<file path="src/rtl/host_io_monitor.sv">
`timescale 1ns/1ps
// host_io_monitor
//   Watches one RAM write port per hart. Byte writes to a hart's stdout address
//   become hart-tagged characters in a shared FIFO. The first write to a hart's
//   tohost address is kept as that hart's exit code. The block also reports
//   global done, pass and timeout.
//
//   Handshake: char_data_o/char_hart_o are meaningful while char_valid_o=1 and
//   hold steady until the cycle with char_valid_o && char_ready_i, which pops
//   the entry at that clock edge.
//
// Ports
//   clk_i, arst_ni                      clock, asynchronous active-low reset
//   tohost_addr_i, stdout_addr_i        per-hart byte addresses (quasi-static)
//   mem_we_i/waddr_i/wdata_i/wstrb_i    per-hart snooped write port
//   char_valid_o/ready_i/data_o/hart_o  character stream
//   exited_o, exit_code_o               per-hart exit state (exited_o is the FSM state)
//   all_done_o, all_pass_o, timeout_o   global status
//   drop_cnt_o                          saturating dropped-character count
module host_io_monitor #(
    parameter int NUM_HARTS      = 4,
    parameter int ADDR_WIDTH     = 64,
    parameter int DATA_WIDTH     = 64,
    parameter int FIFO_DEPTH     = 16,
    parameter int TIMEOUT_CYCLES = 100000,
    localparam int HW = (NUM_HARTS > 1) ? $clog2(NUM_HARTS) : 1
) (
    input  logic                            clk_i,
    input  logic                            arst_ni,
    input  logic [NUM_HARTS*ADDR_WIDTH-1:0] tohost_addr_i,
    input  logic [NUM_HARTS*ADDR_WIDTH-1:0] stdout_addr_i,
    input  logic [NUM_HARTS-1:0]            mem_we_i,
    input  logic [NUM_HARTS*ADDR_WIDTH-1:0] mem_waddr_i,
    input  logic [NUM_HARTS*DATA_WIDTH-1:0] mem_wdata_i,
    input  logic [NUM_HARTS*DATA_WIDTH/8-1:0] mem_wstrb_i,
    output logic                            char_valid_o,
    input  logic                            char_ready_i,
    output logic [7:0]                      char_data_o,
    output logic [HW-1:0]                   char_hart_o,
    output logic [NUM_HARTS-1:0]            exited_o,
    output logic [NUM_HARTS*DATA_WIDTH-1:0] exit_code_o,
    output logic                            all_done_o,
    output logic                            all_pass_o,
    output logic                            timeout_o,
    output logic [15:0]                     drop_cnt_o
);
    localparam int NB  = DATA_WIDTH / 8;
    localparam int B   = $clog2(NB);
    localparam int LW  = (B > 0) ? B : 1;
    localparam int FAW = $clog2(FIFO_DEPTH);
    localparam int EW  = HW + 8;

    typedef enum logic {RUNNING = 1'b0, EXITED = 1'b1} exit_state_e;

    // Shifting instead of slicing keeps DATA_WIDTH=8 (no lane bits) legal.
    function automatic logic word_hit(input logic [ADDR_WIDTH-1:0] a,
                                      input logic [ADDR_WIDTH-1:0] b);
        return (a >> B) == (b >> B);
    endfunction

    function automatic logic [DATA_WIDTH-1:0] strb_merge(input logic [DATA_WIDTH-1:0] d,
                                                         input logic [NB-1:0] s);
        logic [DATA_WIDTH-1:0] r;
        r = '0;
        for (int j = 0; j < NB; j++)
            if (s[j]) r[j*8 +: 8] = d[j*8 +: 8];
        return r;
    endfunction

    // ---------------- write decode ----------------
    logic [LW-1:0]        lane     [NUM_HARTS];
    logic [7:0]           std_char [NUM_HARTS];
    logic [NUM_HARTS-1:0] std_cap, th_trig, exited_next;
    exit_state_e          exit_state_q [NUM_HARTS];

    always_comb begin
        for (int h = 0; h < NUM_HARTS; h++) begin
            lane[h]     = LW'(stdout_addr_i[h*ADDR_WIDTH +: ADDR_WIDTH] & ADDR_WIDTH'(NB - 1));
            std_char[h] = mem_wdata_i[h*DATA_WIDTH + 8*lane[h] +: 8];
            std_cap[h]  = mem_we_i[h]
                       && word_hit(mem_waddr_i[h*ADDR_WIDTH +: ADDR_WIDTH],
                                   stdout_addr_i[h*ADDR_WIDTH +: ADDR_WIDTH])
                       && mem_wstrb_i[h*NB + lane[h]];
            th_trig[h]  = mem_we_i[h] && (exit_state_q[h] == RUNNING)
                       && word_hit(mem_waddr_i[h*ADDR_WIDTH +: ADDR_WIDTH],
                                   tohost_addr_i[h*ADDR_WIDTH +: ADDR_WIDTH]);
            exited_o[h]    = (exit_state_q[h] == EXITED);
            exited_next[h] = exited_o[h] | th_trig[h];
        end
    end

    // ---------------- staging + round-robin arbiter ----------------
    logic [NUM_HARTS-1:0] stg_valid_q, granted;
    logic [7:0]           stg_data_q [NUM_HARTS];
    logic [HW-1:0]        rr_q, grant_idx, cand;
    logic                 grant_valid, push, pop, fifo_empty, fifo_full;
    logic [15:0]          drop_cnt_q;
    logic [16:0]          drop_sum;

    // First full staging register at or after rr_q (rr_q = hart after last grant).
    always_comb begin
        grant_valid = 1'b0;
        grant_idx   = '0;
        cand        = '0;
        for (int k = 0; k < NUM_HARTS; k++) begin
            cand = HW'((int'(rr_q) + k) % NUM_HARTS);
            if (!grant_valid && stg_valid_q[cand]) begin
                grant_valid = 1'b1;
                grant_idx   = cand;
            end
        end
    end

    assign pop  = !fifo_empty && char_ready_i;
    assign push = grant_valid && (!fifo_full || pop);

    // Several harts can drop in the same cycle; the extra bit flags saturation.
    always_comb begin
        drop_sum = {1'b0, drop_cnt_q};
        for (int h = 0; h < NUM_HARTS; h++) begin
            granted[h] = push && (grant_idx == HW'(h));
            if (std_cap[h] && stg_valid_q[h] && !granted[h])
                drop_sum = drop_sum + 17'd1;
        end
    end

    always_ff @(posedge clk_i or negedge arst_ni) begin
        if (!arst_ni) begin
            stg_valid_q <= '0;
            rr_q        <= '0;
            drop_cnt_q  <= '0;
            for (int h = 0; h < NUM_HARTS; h++) stg_data_q[h] <= '0;
        end else begin
            for (int h = 0; h < NUM_HARTS; h++) begin
                // A granted register empties this edge, so it can take a new char.
                if (std_cap[h] && (!stg_valid_q[h] || granted[h])) begin
                    stg_valid_q[h] <= 1'b1;
                    stg_data_q[h]  <= std_char[h];
                end else if (granted[h]) begin
                    stg_valid_q[h] <= 1'b0;
                end
            end
            if (push)
                rr_q <= (grant_idx == HW'(NUM_HARTS - 1)) ? '0 : grant_idx + 1'b1;
            drop_cnt_q <= drop_sum[16] ? 16'hFFFF : drop_sum[15:0];
        end
    end

    // ---------------- character FIFO (show-ahead) ----------------
    logic [EW-1:0] fifo_mem [FIFO_DEPTH];
    logic [FAW:0]  wr_q, rd_q;

    assign fifo_empty = (wr_q == rd_q);
    assign fifo_full  = (wr_q[FAW] != rd_q[FAW]) && (wr_q[FAW-1:0] == rd_q[FAW-1:0]);

    always_ff @(posedge clk_i) begin
        if (push) fifo_mem[wr_q[FAW-1:0]] <= {grant_idx, stg_data_q[grant_idx]};
    end

    always_ff @(posedge clk_i or negedge arst_ni) begin
        if (!arst_ni) begin
            wr_q <= '0;
            rd_q <= '0;
        end else begin
            if (push) wr_q <= wr_q + 1'b1;
            if (pop)  rd_q <= rd_q + 1'b1;
        end
    end

    // Masked while empty so the outputs read 0 out of reset.
    assign char_valid_o = !fifo_empty;
    assign {char_hart_o, char_data_o} = fifo_empty ? '0 : fifo_mem[rd_q[FAW-1:0]];
    assign drop_cnt_o   = drop_cnt_q;

    // ---------------- exit FSMs, done/pass, timeout ----------------
    logic [NUM_HARTS*DATA_WIDTH-1:0] exit_code_q;
    logic                            all_done_q, timeout_q;
    logic [31:0]                     cnt_q;

    always_ff @(posedge clk_i or negedge arst_ni) begin
        if (!arst_ni) begin
            for (int h = 0; h < NUM_HARTS; h++) exit_state_q[h] <= RUNNING;
            exit_code_q <= '0;
            all_done_q  <= 1'b0;
            timeout_q   <= 1'b0;
            cnt_q       <= '0;
        end else begin
            for (int h = 0; h < NUM_HARTS; h++) begin
                case (exit_state_q[h])
                    RUNNING: if (th_trig[h]) begin
                        exit_state_q[h] <= EXITED;
                        exit_code_q[h*DATA_WIDTH +: DATA_WIDTH] <=
                            strb_merge(mem_wdata_i[h*DATA_WIDTH +: DATA_WIDTH],
                                       mem_wstrb_i[h*NB +: NB]);
                    end
                    default: ;  // EXITED is terminal until reset
                endcase
            end
            all_done_q <= &exited_next;
            // Counter freezes once done or timed out; done on the same edge wins.
            if (!all_done_q && !timeout_q) begin
                cnt_q <= cnt_q + 32'd1;
                if ((TIMEOUT_CYCLES != 0) && (cnt_q == 32'(TIMEOUT_CYCLES - 1)) && !(&exited_next))
                    timeout_q <= 1'b1;
            end
        end
    end

    assign exit_code_o = exit_code_q;
    assign all_done_o  = all_done_q;
    assign all_pass_o  = all_done_q && (exit_code_q == '0);
    assign timeout_o   = timeout_q;

endmodule

</file>
<file path="config.mk">
export PLATFORM = sky130hd
export DESIGN_NAME = host_io_monitor
export DESIGN_NICKNAME = d
export VERILOG_FILES = /design/src/rtl/host_io_monitor.sv
export SDC_FILE = /design/constraint.sdc
export NUM_CORES = 2
export LEC_CHECK = 0
export CAP_MARGIN = 10
export CORE_AREA = 5 5 522 524
export DETAILED_ROUTE_END_ITERATION = 12
export DIE_AREA = 0 0 527 529
export HOLD_SLACK_MARGIN = 0.12
export PLACE_DENSITY_LB_ADDON = 0.08
export SYNTH_ARGS = -nofsm -noshare
export SYNTH_HDL_FRONTEND = slang
export SYNTH_SLANG_ARGS = --single-unit
</file>
<file path="constraint.sdc">
create_clock -name clk_i -period 5.73 [get_ports clk_i]
set_input_delay 1.719 -clock clk_i [delete_from_list [all_inputs] [get_ports clk_i]]
set_output_delay 1.719 -clock clk_i [all_outputs]
set_load 0.02 [all_outputs]
</file>
; After elaboration in Yosys (flattened, before gate mapping)
; Memories as Yosys holds them, arrays and structs flattened.
; Cells that the tools add are included.
[word_totals]
reg_bits = 358
latchBits = 0
mem_bits_rw = 160
romBits = 0
inputBits = 1063
mem_count = 1
[op_classes]
n_addsub = 17
mul = 0
div = 0
n_lt_le_gt_ge = 9
eq_ne = 15
n_shift = 4
n_mux = 84
bitwise = 9
n_reduce_logical = 74
[mem_list]
columns = memory, depth, width, read_ports, rd_ports_with_merged_regs, write_ports, line
row1 = fifo_mem, 16, 10, 1, 0, 1, 150  ; logic [EW-1:0] fifo_mem [FIFO_DEPTH];
[op_table]
columns = cell, n
row1 = indexed part select 256 x 10 -> 8 bit, 2
row2 = == test 61 bit, 8
row3 = two-way mux 8 bit, 34
row4 = zero test 256 bit, 1
row5 = indexed part select 256 x 7 -> 8 bit, 1
row6 = indexed part select 256 x 9 -> 8 bit, 1
row7 = two-way mux 17 bit, 4
row8 = adder 17 x 1 -> 17 bit (second input constant), 3
row9 = logical AND 1 bit, 41
row10 = adder 32 x 1 -> 32 bit (second input constant), 1
row11 = == test 32 x 17 -> 1 bit (second input constant), 1
row12 = two-way mux 1 bit, 30
row13 = adder 8 x 6 -> 9 bit (first input constant), 2
row14 = adder 16 x 1 -> 17 bit (second input constant), 1
row15 = binary-select mux 8 bit (select 2 bit), 1
row16 = zero test 1 bit, 16
row17 = two-way mux 16 bit, 1
row18 = binary-select mux 1 bit (select 5 bit), 3
row19 = adder 5 x 3 -> 6 bit (first input constant), 2
row20 = less-than comparator 2 x 3 -> 1 bit (second input constant), 4
row21 = less-than comparator 6 bit (second input constant), 2
row22 = adder 5 x 1 -> 5 bit (second input constant), 2
row23 = two-way mux 10 bit, 1
row24 = two-way mux 2 bit, 5
row25 = 22 further kinds, 45

; Depth between registers and ports, before layout
[depth]
ltp_word = 24
ltp_mapped = 25

; Least setup slack after synthesis
; OpenSTA, ideal clock, no wires.
[synth_path]
path_kind = input-to-reg
from = input port stdout_addr_i[1]
to = register drop_cnt_q[15] (netlist: drop_cnt_o[15])
t_arrival_ns = 5.977
slack_ns = -0.374
path_stages = 19
cell_sequence = buf_2 > mux4_2 > mux2_2 > nand3_1 > nor3_2 > xnor2_1 > inv_1 > ha_1 > nand3_1 > nor4_1 > o221ai_2 > xor2_1 > and3_4 > xnor2_1 > or3_4 > nand3b_1 > nor4_1 > and3_1 > o21ai_1
[synth_via]
elab_chain_len = 13
[synth_lines]
columns = item, line
row1 = start: declaration, 31  ; input logic [NUM_HARTS*ADDR_WIDTH-1:0] stdout_addr_i,
row2 = binary-select mux 1 bit (select 3 bit) (*), 83  ; && mem_wstrb_i[h*NB + lane[h]];
row3 = two-way mux 1 bit (not written as such) (*), 83
row4 = logical AND 1 bit (*), 83
row5 = logical AND 1 bit (*) (2 in series), 122  ; if (std_cap[h] && stg_valid_q[h] && !granted[h])
row6 = two-way mux 17 bit (*), 122
row7 = adder 17 x 1 -> 17 bit, 123  ; drop_sum = drop_sum + 17'd1;
row8 = two-way mux 17 bit (*), 122
row9 = adder 17 x 1 -> 17 bit, 123
row10 = two-way mux 17 bit (*), 122
row11 = adder 17 x 1 -> 17 bit, 123
row12 = two-way mux 17 bit (*), 122
row13 = two-way mux 16 bit (*), 145  ; drop_cnt_q <= drop_sum[16] ? 16'hFFFF : drop_sum[15:0];
row14 = end signal: assignment, 145
row15 = end: declaration, 97  ; logic [15:0] drop_cnt_q;
; Every way passes the cells marked *; elsewhere a longest branch is shown, timed or not. The select of a mux whose other input is x is not followed.
; A chain may end at the register's enable or synchronous reset.

; Worst setup path in the final report
[layout_path]
from = input port stdout_addr_i[10]
to = register drop_cnt_q[14] (netlist: drop_cnt_o[14])
[layout_via]
elab_chain_len = 13
[layout_lines]
columns = item, line
row1 = == test 61 bit (*), 58  ; return (a >> B) == (b >> B);
row2 = logical AND 1 bit (*), 81  ; && word_hit(mem_waddr_i[h*ADDR_WIDTH +: ADDR_WIDTH],
row3 = logical AND 1 bit (*), 83
row4 = logical AND 1 bit (*) (2 in series), 122
row5 = two-way mux 17 bit (*), 122
row6 = adder 17 x 1 -> 17 bit, 123
row7 = two-way mux 17 bit (*), 122
row8 = adder 17 x 1 -> 17 bit, 123
row9 = two-way mux 17 bit (*), 122
row10 = adder 17 x 1 -> 17 bit, 123
row11 = two-way mux 17 bit (*), 122
row12 = two-way mux 16 bit (*), 145
; Every way passes the cells marked *; elsewhere a longest branch is shown, timed or not.

==> results.cfg <==
[timing]
grt_setup_unrepaired = true
slew_headroom_pct = 19.4
max_freq_mhz = 169
clock_skew_ns = 0.0526
finalSetupViolCount = 15
slew_viol_final = 0
finalWorstSetupSlack_ns = -0.195
tightest_slew_ns = 1.21
layout_min_cycle_time_ns = 5.92
final-hold-violation-count = 0
fin_tns_setup_ns = -1.74
period_share_pct = 103

[grt]
grt_pass1_vias = 35800
grt_pass1_wl_um = 339000
antenna_found_initial = 156
grt_usage_pct = 18.0
overflow = 0
grt_max_degree = 129

[critical_path]
worst_ep_required_time_ns = 6.33
end_kind = flop
rr_worst_depth = 25
crit_fanout = 4
start_kind = input port
cp_data_arrival_time_ns = 6.52
r2r_slack_ns = 0.54
rr_startpoint = rr_q[1]$_DFFE_PN0P_
critical_path_class = in -> reg
r2r-end = drop_cnt_o[14]$_DFF_PN0_

[die]
ios = 1353
die_area_um2 = 279000
die_width_um = 527
core_um2 = 267000
start_util_pct = 12.1
row_count = 190
dieHeight_um = 529

[layout]
multi_input_area_um2 = 17900
areaGrowthSynthToFinish_pct = 79.7
finalNetCount = 6202
n_fill_cell = 29100
final_core_util_pct = 21.7
regArea_um2 = 13800
drive_gt1_share_pct = 20.4

[power]
total_leakage_power_uw = 0.0232
ir_drop_v = 0.000195
power-per-cell-area_nw_per_um2 = 201

[cts]
cts_tree = yes
cts_made_buffers = 76
cts_root_buffer = clkbuf_16
clk_path_buf_depth = 3
cts_hold_buf = 0
clk_pin_slew_ns = 0.05
clock-sinks = 518
htreeDepth = 3
clock_latency_ns = 0.71

[yosys]
syn_inst = 3249
synth.top_cell.area_share_pct = 27.8
synth_flop_cell = dfrtp_1
synth.net_count = 4326
synth-seq-cells = 518
synthTopCellsByArea = dfrtp_1 (28%), edfxtp_1 (15%), mux4_2 (8.5%)
yosys.area.top_type = dfrtp_1
yosysUniqueCellTypes = 96
ys_seq_area_share_pct = 42.7
async_reset_ff_share_pct = 69.1
syn_area_per_cell_um2 = 9.92
synth-warning-count = 0
synth.cell_area_um2 = 32200
synth-edff-count = 160

[route]
vias = 33700
wl_per_cell_um = 29.8
ant_nets = 0
totalWireLength_um = 261000
firstDrtPassIters = 5
drt_iter0_drc = 1788
routed_via_density = 3.84
drc = 0

[run]
maxCapViolations = 0

[min_path]
worstHoldStart = cnt_q[4]$_DFFE_PN0P_
hold_depth = 1
hold_end = cnt_q[4]$_DFFE_PN0P_
worstHoldPathType = reg -> reg

[outcome]
violations = setup timing
status = finished with violations

[placement]
hpwl_um = 228000
port_buffers = 1328
gp_congestion = 0.888
[through the flow]
step	hold slack [ns]	area [um2]	power, uW	std cells	worst slack [ns]
2_1_floorplan	0.443	32400	4780	3249	0.00848
3_3_place_gp	0.476	54300	6570	8579	-1.44
4_1_cts	0.483	57400	11900	8731	-0.118
6_report	0.477	57900	11600	8782	-0.195
5_1_grt	0.494	57800	12100	8753	-0.349
3_5_place_dp	0.471	54300	6560	8579	-1.45
[worst max-delay path, stage by stage]
cell	delay (ns)
clkdlybuf4s50_1	0.51
xnor2_1	0.14
nand4_1	0.14
nor4_2	0.31
buf_4	0.19
nand3_4	0.10
nor3_4	0.23
buf_12	0.14
mux2_4	0.18
ha_4	0.15
nand3_4	0.06
nor4_4	0.32
and3_4	0.24
o22a_1	0.19
a211o_1	0.20
mux2i_1	0.21
nand3_1	0.13
a311oi_2	0.36
nand3_2	0.19
buf_6	0.16
buf_6	0.12
nor3_4	0.18
mux2_4	0.32
nand2_2	0.05
[final cells by class]
class / instances / area share [%]
Multi-Input combinational cell: 2361 / 30.9
Sequential cell: 518 / 23.8
Inverter: 233 / 1.51
Clock buffer: 109 / 3.79
Tap cell: 3552 / 7.67
Antenna cell: 46 / 0.199
Timing Repair Buffer: 1935 / 31.3
Clock inverter: 28 / 0.858
[worst max path at each step]
stage,cells past startpoint,endpoint,start,slack (ns)
global placement,24,drop_cnt_o[14]$_DFF_PN0_,mem_waddr_i[60],-1.44
finish,24,drop_cnt_o[14]$_DFF_PN0_,stdout_addr_i[10],-0.19
floorplan,19,drop_cnt_o[13]$_DFF_PN0_,stdout_addr_i[25],0.008
CTS,24,drop_cnt_o[1]$_DFF_PN0_,stdout_addr_i[31],-0.12
global route,24,drop_cnt_o[14]$_DFF_PN0_,stdout_addr_i[10],-0.35
detailed placement,22,drop_cnt_o[1]$_DFF_PN0_,mem_waddr_i[60],-1.45
[layout by cell type (no fill, tap or decap), types with 17 or more instances in the layout]
cell             instances
nand3_1                173
xnor2_2                 26
o21ai_0                278
nor2_1                  60
buf_12                  17
dlygate4sd2_1           43
edfxtp_1               160
nor2b_1                 21
nor3_1                  34
o2bb2ai_1               22
diode_2                 46
and3_1                  20
nand4_1                152
dfrtp_1                357
nand2b_1               136
mux4_2                 122
clkdlybuf4s50_1       1251
and2_1                  21
nand2_1                389
xnor2_1                222
o22ai_1                 20
buf_4                  576
xor2_1                 173
clkbuf_16               76
mux2_2                  53
dlymetal6s2s_1          26
nor4_1                 136
clkbuf_8                17
inv_1                  229
nor4_2                  19
[registers in the layout, summed over array words and instances, names as in the netlist]
signal,count
all_done_o,1
cnt_q,32
drop_cnt_o,16
exit_code_o,256
exited_o,4
fifo_mem,160
rd_q,5
rr_q,2
stg_data_q,32
stg_valid_q,4
timeout_o,1
wr_q,5
[metal layers]
metal  GRT usage [%]  wire (um)  up-vias  part of all wire (%)
met1            20.6     103000    16500                    39
met5               0        676        -                  0.26
li1                -          -    15600                     -
met3            6.04      19700      363                   7.5
met4            2.98       4670      100                   1.8
met2            32.7     134000     1184                    51
[Yosys cell counts (all sizes together), types with 22 or more instances]
master,n
and3,23
xnor2,249
inv,232
nand2,392
nand4,152
nor2b,22
nor4,159
o21ai,282
nand2b,152
mux4,122
buf,31
nor2,60
o2bb2ai,22
mux2,57
clkbuf,106
edfxtp,160
and2,22
nor3,45
nand3,180
xor2,178
dfrtp,358
[report_power, final]
group / switching, uW / total (uW) / internal, uW
Combinational: 1270 / 2640 / 1370
Clock: 2100 / 5160 / 3060
Sequential: 14.8 / 3830 / 3820
[cells by family after synthesis]
family / count (synthesis) / synth area share, %
simple gates: 1279 / 21.1
flops: 518 / 42.7
compound gates: 449 / 8.73
xor+xnor: 427 / 11.7
buf+inv: 370 / 4.37
mux: 192 / 10.9
fa+ha+maj: 14 / 0.544
[what timing repair did]
item,CTS,global route
pin swaps,42,30
setup buffers,16,9
endpoints found under the setup margin,17,17
cloned,0,0
resized for setup,115,76
endpoints found under the hold margin,0,0
No activity file was read; power rests on OpenSTA's default activity.
